[src/rtl/packet_pkg.sv]
// Shared constants and types for the framed GTX word stream (packet_send / packet_deframer).
package packet_pkg;

  localparam logic [31:0] SofWord   = 32'h0000_00FB;  // K27.7 in byte 0
  localparam logic [31:0] EofWord   = 32'h0000_00FD;  // K29.7 in byte 0
  localparam logic [31:0] CommaWord = 32'h0000_00BC;  // K28.5 in byte 0
  localparam logic [3:0]  KCtrl     = 4'b0001;

  // Header word layout: {len[15:0], 8'h00, type[7:0]}
  localparam int unsigned LenMsb  = 31;
  localparam int unsigned LenLsb  = 16;
  localparam int unsigned TypeMsb = 7;
  localparam int unsigned TypeLsb = 0;

  typedef enum logic [2:0] {
    StIdle,
    StHeader,
    StPayload,
    StCheck,
    StEof
  } rx_state_e;

  function automatic logic is_kword(input logic [31:0] data, input logic [3:0] ctrl,
                                    input logic [31:0] word);
    return (ctrl == KCtrl) && (data == word);
  endfunction

endpackage

[src/rtl/packet_deframer.sv]
// Receive-side frame parser: SOF/header/payload/checksum/EOF to a valid-qualified payload
// stream with per-packet status pulses and saturating good/bad packet counters.
module packet_deframer
  import packet_pkg::*;
#(
  parameter int unsigned MAX_LEN = 1024
) (
  input  logic        rx_clk,
  input  logic        rst_n,
  input  logic [31:0] gt_rx_data,
  input  logic [3:0]  gt_rx_ctrl,
  output logic        rx_packet_valid,
  output logic        rx_packet_sop,
  output logic        rx_packet_eop,
  output logic [31:0] rx_packet_data,
  output logic [7:0]  rx_packet_type,
  output logic [15:0] rx_packet_len,
  output logic        rx_packet_done,
  output logic        rx_packet_err,
  output logic [31:0] packet_cnt_o,
  output logic [31:0] error_packet_cnt_o
);

  localparam logic [15:0] MaxLenW = 16'(MAX_LEN);

  rx_state_e   state_q, state_d;
  logic [31:0] sum_q, sum_d;
  logic [15:0] cnt_q, cnt_d;
  logic        mismatch_q, mismatch_d;
  logic [7:0]  type_q, type_d;
  logic [15:0] len_q, len_d;
  logic        valid_q, valid_d;
  logic        sop_q, sop_d;
  logic        eop_q, eop_d;
  logic [31:0] data_q, data_d;
  logic        done_q, done_d;
  logic        err_q, err_d;
  logic [31:0] good_cnt_q, good_cnt_d;
  logic [31:0] bad_cnt_q, bad_cnt_d;

  logic        is_sof, is_eof, is_ctrl, close_err;
  logic [15:0] hdr_len;

  assign is_sof  = is_kword(gt_rx_data, gt_rx_ctrl, SofWord);
  assign is_eof  = is_kword(gt_rx_data, gt_rx_ctrl, EofWord);
  assign is_ctrl = (gt_rx_ctrl != 4'b0000);
  assign hdr_len = gt_rx_data[LenMsb:LenLsb];

  always_comb begin
    state_d    = state_q;
    sum_d      = sum_q;
    cnt_d      = cnt_q;
    mismatch_d = mismatch_q;
    type_d     = type_q;
    len_d      = len_q;
    valid_d    = 1'b0;
    sop_d      = 1'b0;
    eop_d      = 1'b0;
    data_d     = data_q;
    done_d     = 1'b0;
    err_d      = 1'b0;
    good_cnt_d = good_cnt_q;
    bad_cnt_d  = bad_cnt_q;
    close_err  = 1'b0;

    case (state_q)
      StIdle: begin
        if (is_sof) state_d = StHeader;
      end
      StHeader: begin
        if (is_ctrl || (hdr_len == 16'd0) || (hdr_len > MaxLenW)) begin
          close_err = 1'b1;
        end else begin
          type_d     = gt_rx_data[TypeMsb:TypeLsb];
          len_d      = hdr_len;
          sum_d      = gt_rx_data;
          cnt_d      = hdr_len;
          mismatch_d = 1'b0;
          state_d    = StPayload;
        end
      end
      StPayload: begin
        if (is_ctrl) begin
          close_err = 1'b1;
        end else begin
          valid_d = 1'b1;
          data_d  = gt_rx_data;
          sop_d   = (cnt_q == len_q);
          eop_d   = (cnt_q == 16'd1);
          sum_d   = sum_q + gt_rx_data;
          cnt_d   = cnt_q - 16'd1;
          if (cnt_q == 16'd1) state_d = StCheck;
        end
      end
      StCheck: begin
        // A bad checksum still waits for the EOF slot before the packet is closed.
        if (is_ctrl || (gt_rx_data != sum_q)) mismatch_d = 1'b1;
        state_d = StEof;
      end
      StEof: begin
        if (is_eof && !mismatch_q) begin
          done_d  = 1'b1;
          state_d = StIdle;
          if (good_cnt_q != '1) good_cnt_d = good_cnt_q + 32'd1;
        end else begin
          close_err = 1'b1;
        end
      end
      default: state_d = StIdle;
    endcase

    if (close_err) begin
      err_d = 1'b1;
      if (bad_cnt_q != '1) bad_cnt_d = bad_cnt_q + 32'd1;
      // An SOF that kills the current packet starts the next one.
      state_d = is_sof ? StHeader : StIdle;
    end
  end

  always_ff @(posedge rx_clk or negedge rst_n) begin
    if (!rst_n) begin
      state_q    <= StIdle;
      sum_q      <= '0;
      cnt_q      <= '0;
      mismatch_q <= 1'b0;
      type_q     <= '0;
      len_q      <= '0;
      valid_q    <= 1'b0;
      sop_q      <= 1'b0;
      eop_q      <= 1'b0;
      data_q     <= '0;
      done_q     <= 1'b0;
      err_q      <= 1'b0;
      good_cnt_q <= '0;
      bad_cnt_q  <= '0;
    end else begin
      state_q    <= state_d;
      sum_q      <= sum_d;
      cnt_q      <= cnt_d;
      mismatch_q <= mismatch_d;
      type_q     <= type_d;
      len_q      <= len_d;
      valid_q    <= valid_d;
      sop_q      <= sop_d;
      eop_q      <= eop_d;
      data_q     <= data_d;
      done_q     <= done_d;
      err_q      <= err_d;
      good_cnt_q <= good_cnt_d;
      bad_cnt_q  <= bad_cnt_d;
    end
  end

  assign rx_packet_valid    = valid_q;
  assign rx_packet_sop      = sop_q;
  assign rx_packet_eop      = eop_q;
  assign rx_packet_data     = data_q;
  assign rx_packet_type     = type_q;
  assign rx_packet_len      = len_q;
  assign rx_packet_done     = done_q;
  assign rx_packet_err      = err_q;
  assign packet_cnt_o       = good_cnt_q;
  assign error_packet_cnt_o = bad_cnt_q;

endmodule

[config.mk]
export PLATFORM = sky130hd
export DESIGN_NAME = packet_deframer
export DESIGN_NICKNAME = d
export VERILOG_FILES = /design/src/rtl/packet_pkg.sv /design/src/rtl/packet_deframer.sv
export SDC_FILE = /design/constraint.sdc
export NUM_CORES = 1
export LEC_CHECK = 0
export ABC_AREA = 1
export CORE_MARGIN = 2
export CORE_UTILIZATION = 45
export CTS_BUF_LIST = sky130_fd_sc_hd__clkbuf_8
export DETAILED_ROUTE_END_ITERATION = 10
export PLACE_DENSITY = 0.69
export SLEW_MARGIN = 10
export SYNTH_ARGS = -nofsm -noshare
export SYNTH_HDL_FRONTEND = slang
export SYNTH_SLANG_ARGS = --single-unit
[constraint.sdc]
create_clock -name rx_clk -period 1.8 [get_ports rx_clk]
set_input_delay 0.27 -clock rx_clk [delete_from_list [all_inputs] [get_ports rx_clk]]
set_output_delay 0.27 -clock rx_clk [all_outputs]
set_load 0.01 [all_outputs]
==> reports/metrics.yaml <==
outcome: "complete, but fails checks"
violations: "negative setup slack"
fmax_mhz: 516
worstReg2RegEnd: "sum_q[20]$_DFFE_PN0P_"
r2r_slack_ps: -140
critical_path_arrival_ps: 2310
cp-startpoint: "sum_q[0]$_DFFE_PN0P_"
crit_type: "reg -> reg"
grt_pass1_wl_um: 64500
critPathBufInv: 3
synth_top_flop_cell: "dfrtp_1"
hold_depth: 3
postSynth.asyncResetShare_pct: 100
antenna_left: 0
critical_path_peak_fanout: 3
relSlewSlack_pct: 68.2
worstSkewPairLatency_ps: 480
path_cells: "ha_2 > inv_2 > fa_2 > inv_4 > nand3_4 > nand3_4 > nand3_2 > nand3_2 > buf_6 > nand2_4 > nand2_2 > nand2_1 > nand3_1 > a21boi_1"
holdCritPathClass: "in -> reg"
grt_max_degree: 53
fin_skew_ps: 21.3
cap_violations: 0
n_antenna_cell: 0
cpPeakStageDelay_ps: 380
layout_commonest_cell: "nand2_1"
tritoncts: "built"
hold_viol_final: 0
place_inst: 2441
critPathLaunchType: "flop"
place_congestion: 0.957
die-area_mm2: 0.0278
stdcell_area_mm2: 0.0180
cts_root_buffer: "clkbuf_8"
die_w_um: 167
fp.dieH_um: 167
synth_seq_area_share_pct: 37.1
synth_cell_types: 47
fin_crit_sh_pct: 108
vias_per_cell: 5.25
leakage_nw: 9.27
syn_to_final_growth_pct: 50.5
cp-endpoint: "sum_q[20]$_DFFE_PN0P_"
min_period_ps: 1940
initial_core_util_pct: 45.8
rows: 59
rr_worst_depth: 14
cts.sinks: 177
synth_seq_cells: 177
synth_edf_count: 0
hpwl_um: 31200
clockBufferDepth: 2
nets: 2256
clk_pin_slew_ps: 120
wl_per_cell_um: 16.9
grt_pass1_vias: 12302
num_vias: 13291
final_cell_count_no_fill: 2530
path_delay_family: "adder cells"
synthesis.area_mm2: 0.0119
core_area_mm2: 0.0261
r2r-start: "sum_q[0]$_DFFE_PN0P_"
synth_cells: 1766
fin_util_pct: 68.9
pre_cts_ws_ps: -826
drt_pass1_iterations: 6
antenna_found_initial: 0
critPathSlowestCell: "fa_2"
peakVddDrop_uv: 468
first_iter_violations: 1246
setup_viol: 19
postSynthAreaPerCell_um2: 6.76
power.density_mw_per_mm2: 458
worstMarginPinSlew_ps: 472
port_buffers: 162
grt_use_total_pct: 29.1
finalWirelength_um: 42700
yosysWarningCount: 0
placed_area_mm2: 0.0156
layout_common_cells: "543 x nand2_1, 235 x buf_4, 228 x inv_1"
h-tree-depth: 4
ios: 163
setup_ws_ps: -139
synth_nets: 1840
drive_above_1_share_pct: 28.1
worst-path-stages: 14
rsz0062_at_grt: "true"
critPathRequiredTime_ps: 2170
slew_viol_final: 0
end_kind: "flop"
drc: 0
tns_ps: -1100
overflow: 0
cts_buffers: 17
[kinds of logic after synthesis]
logic type               after synthesis  synth area share, %
flip-flops                           177                 37.1
multiplexers                          10                0.944
buffers and inverters                293                 9.95
XOR/XNOR                              65                 4.77
AO/OA/AOI/OAI                        174                 8.05
adder cells (fa/ha/maj)               36                 3.84
AND/OR/NAND/NOR                     1011                 35.3
[metrics by stage]
step	hold slack, ps	power, mW
4_1_cts	244	8.17
3_3_place_gp	230	5.06
5_1_grt	218	8.55
6_report	202	8.23
2_1_floorplan	-25.6	4.48
3_5_place_dp	232	5.07
[final cells by class]
cell class | instances | area (µm²)
Multi-Input combinational cell | 1296 | 7630
Clock inverter | 14 | 173
Clock buffer | 18 | 248
Inverter | 255 | 975
Tap cell | 335 | 419
Sequential cell | 177 | 4450
Timing Repair Buffer | 435 | 4060
Fill cell | 2172 | 8100
[synthesized netlist by cell type, drive strengths merged (12+ instances only)]
cell type	instances	area, µm²
dfrtp	177	4430
nor3	50	275
a21boi	17	128
inv	255	957
a21oi	61	305
xor2	43	377
xnor2	22	193
nand3	87	458
nor2	191	737
clkbuf	12	45.0
o21ai	77	385
nand4	26	163
nand2	636	2430
buf	26	185
ha	35	438
[report_power, final]
group          switching, mW  internal [mW]  total, mW
combinational          0.635          0.510       1.15
sequential            0.0266           4.02       4.04
clock                   1.72           1.32       3.04
[worst min path at each step]
stage	startpoint	endpoint	slack, ps
floorplan	rst_n	cnt_q[0]$_DFFE_PN0P_	-30
global placement	rst_n	sum_q[27]$_DFFE_PN0P_	230
detailed placement	rst_n	sum_q[27]$_DFFE_PN0P_	230
CTS	rst_n	sum_q[27]$_DFFE_PN0P_	240
global route	gt_rx_data[10]	sum_q[10]$_DFFE_PN0P_	220
finish	gt_rx_data[10]	sum_q[10]$_DFFE_PN0P_	200
[worst reg2reg max path, cell delays in order, from the launching register on]
cell and delay, ps:
dfrtp_1 360, ha_2 190, inv_2 40, fa_2 380, inv_4 100, nand3_4 80
nand3_4 90, nand3_2 90, nand3_2 100, buf_6 140, nand2_4 60, nand2_2 50
nand2_1 40, nand3_1 60, a21boi_1 60
[what timing repair did]
| item | in CTS | in global routing |
|---|---|---|
| hold buffers | 1 | 0 |
| endpoints found under the setup margin | 146 | 142 |
| gates cloned | 0 | 7 |
| endpoints found under the hold margin | 36 | 0 |
| pin swaps | 21 | 86 |
| setup buffers | 10 | 39 |
| gates resized for setup | 151 | 259 |
[state kept, by name, summed over array words and instances, names as in the netlist, 3 cells and up]
name and cells:
error_packet_cnt_o 32, packet_cnt_o 32, rx_packet_data 32, sum_q 32, cnt_q 16, rx_packet_len 16, rx_packet_type 8, state_q 3
[metal layers]
metal,vias up,GRT usage [%],part of all wire (%)
met5,-,0,0
met4,0,7.31,2.5
met3,85,4.47,7.0
met2,511,46.4,46
met1,6338,41.5,44
li1,6357,-,-
Power figures use the tool's default switching activity.
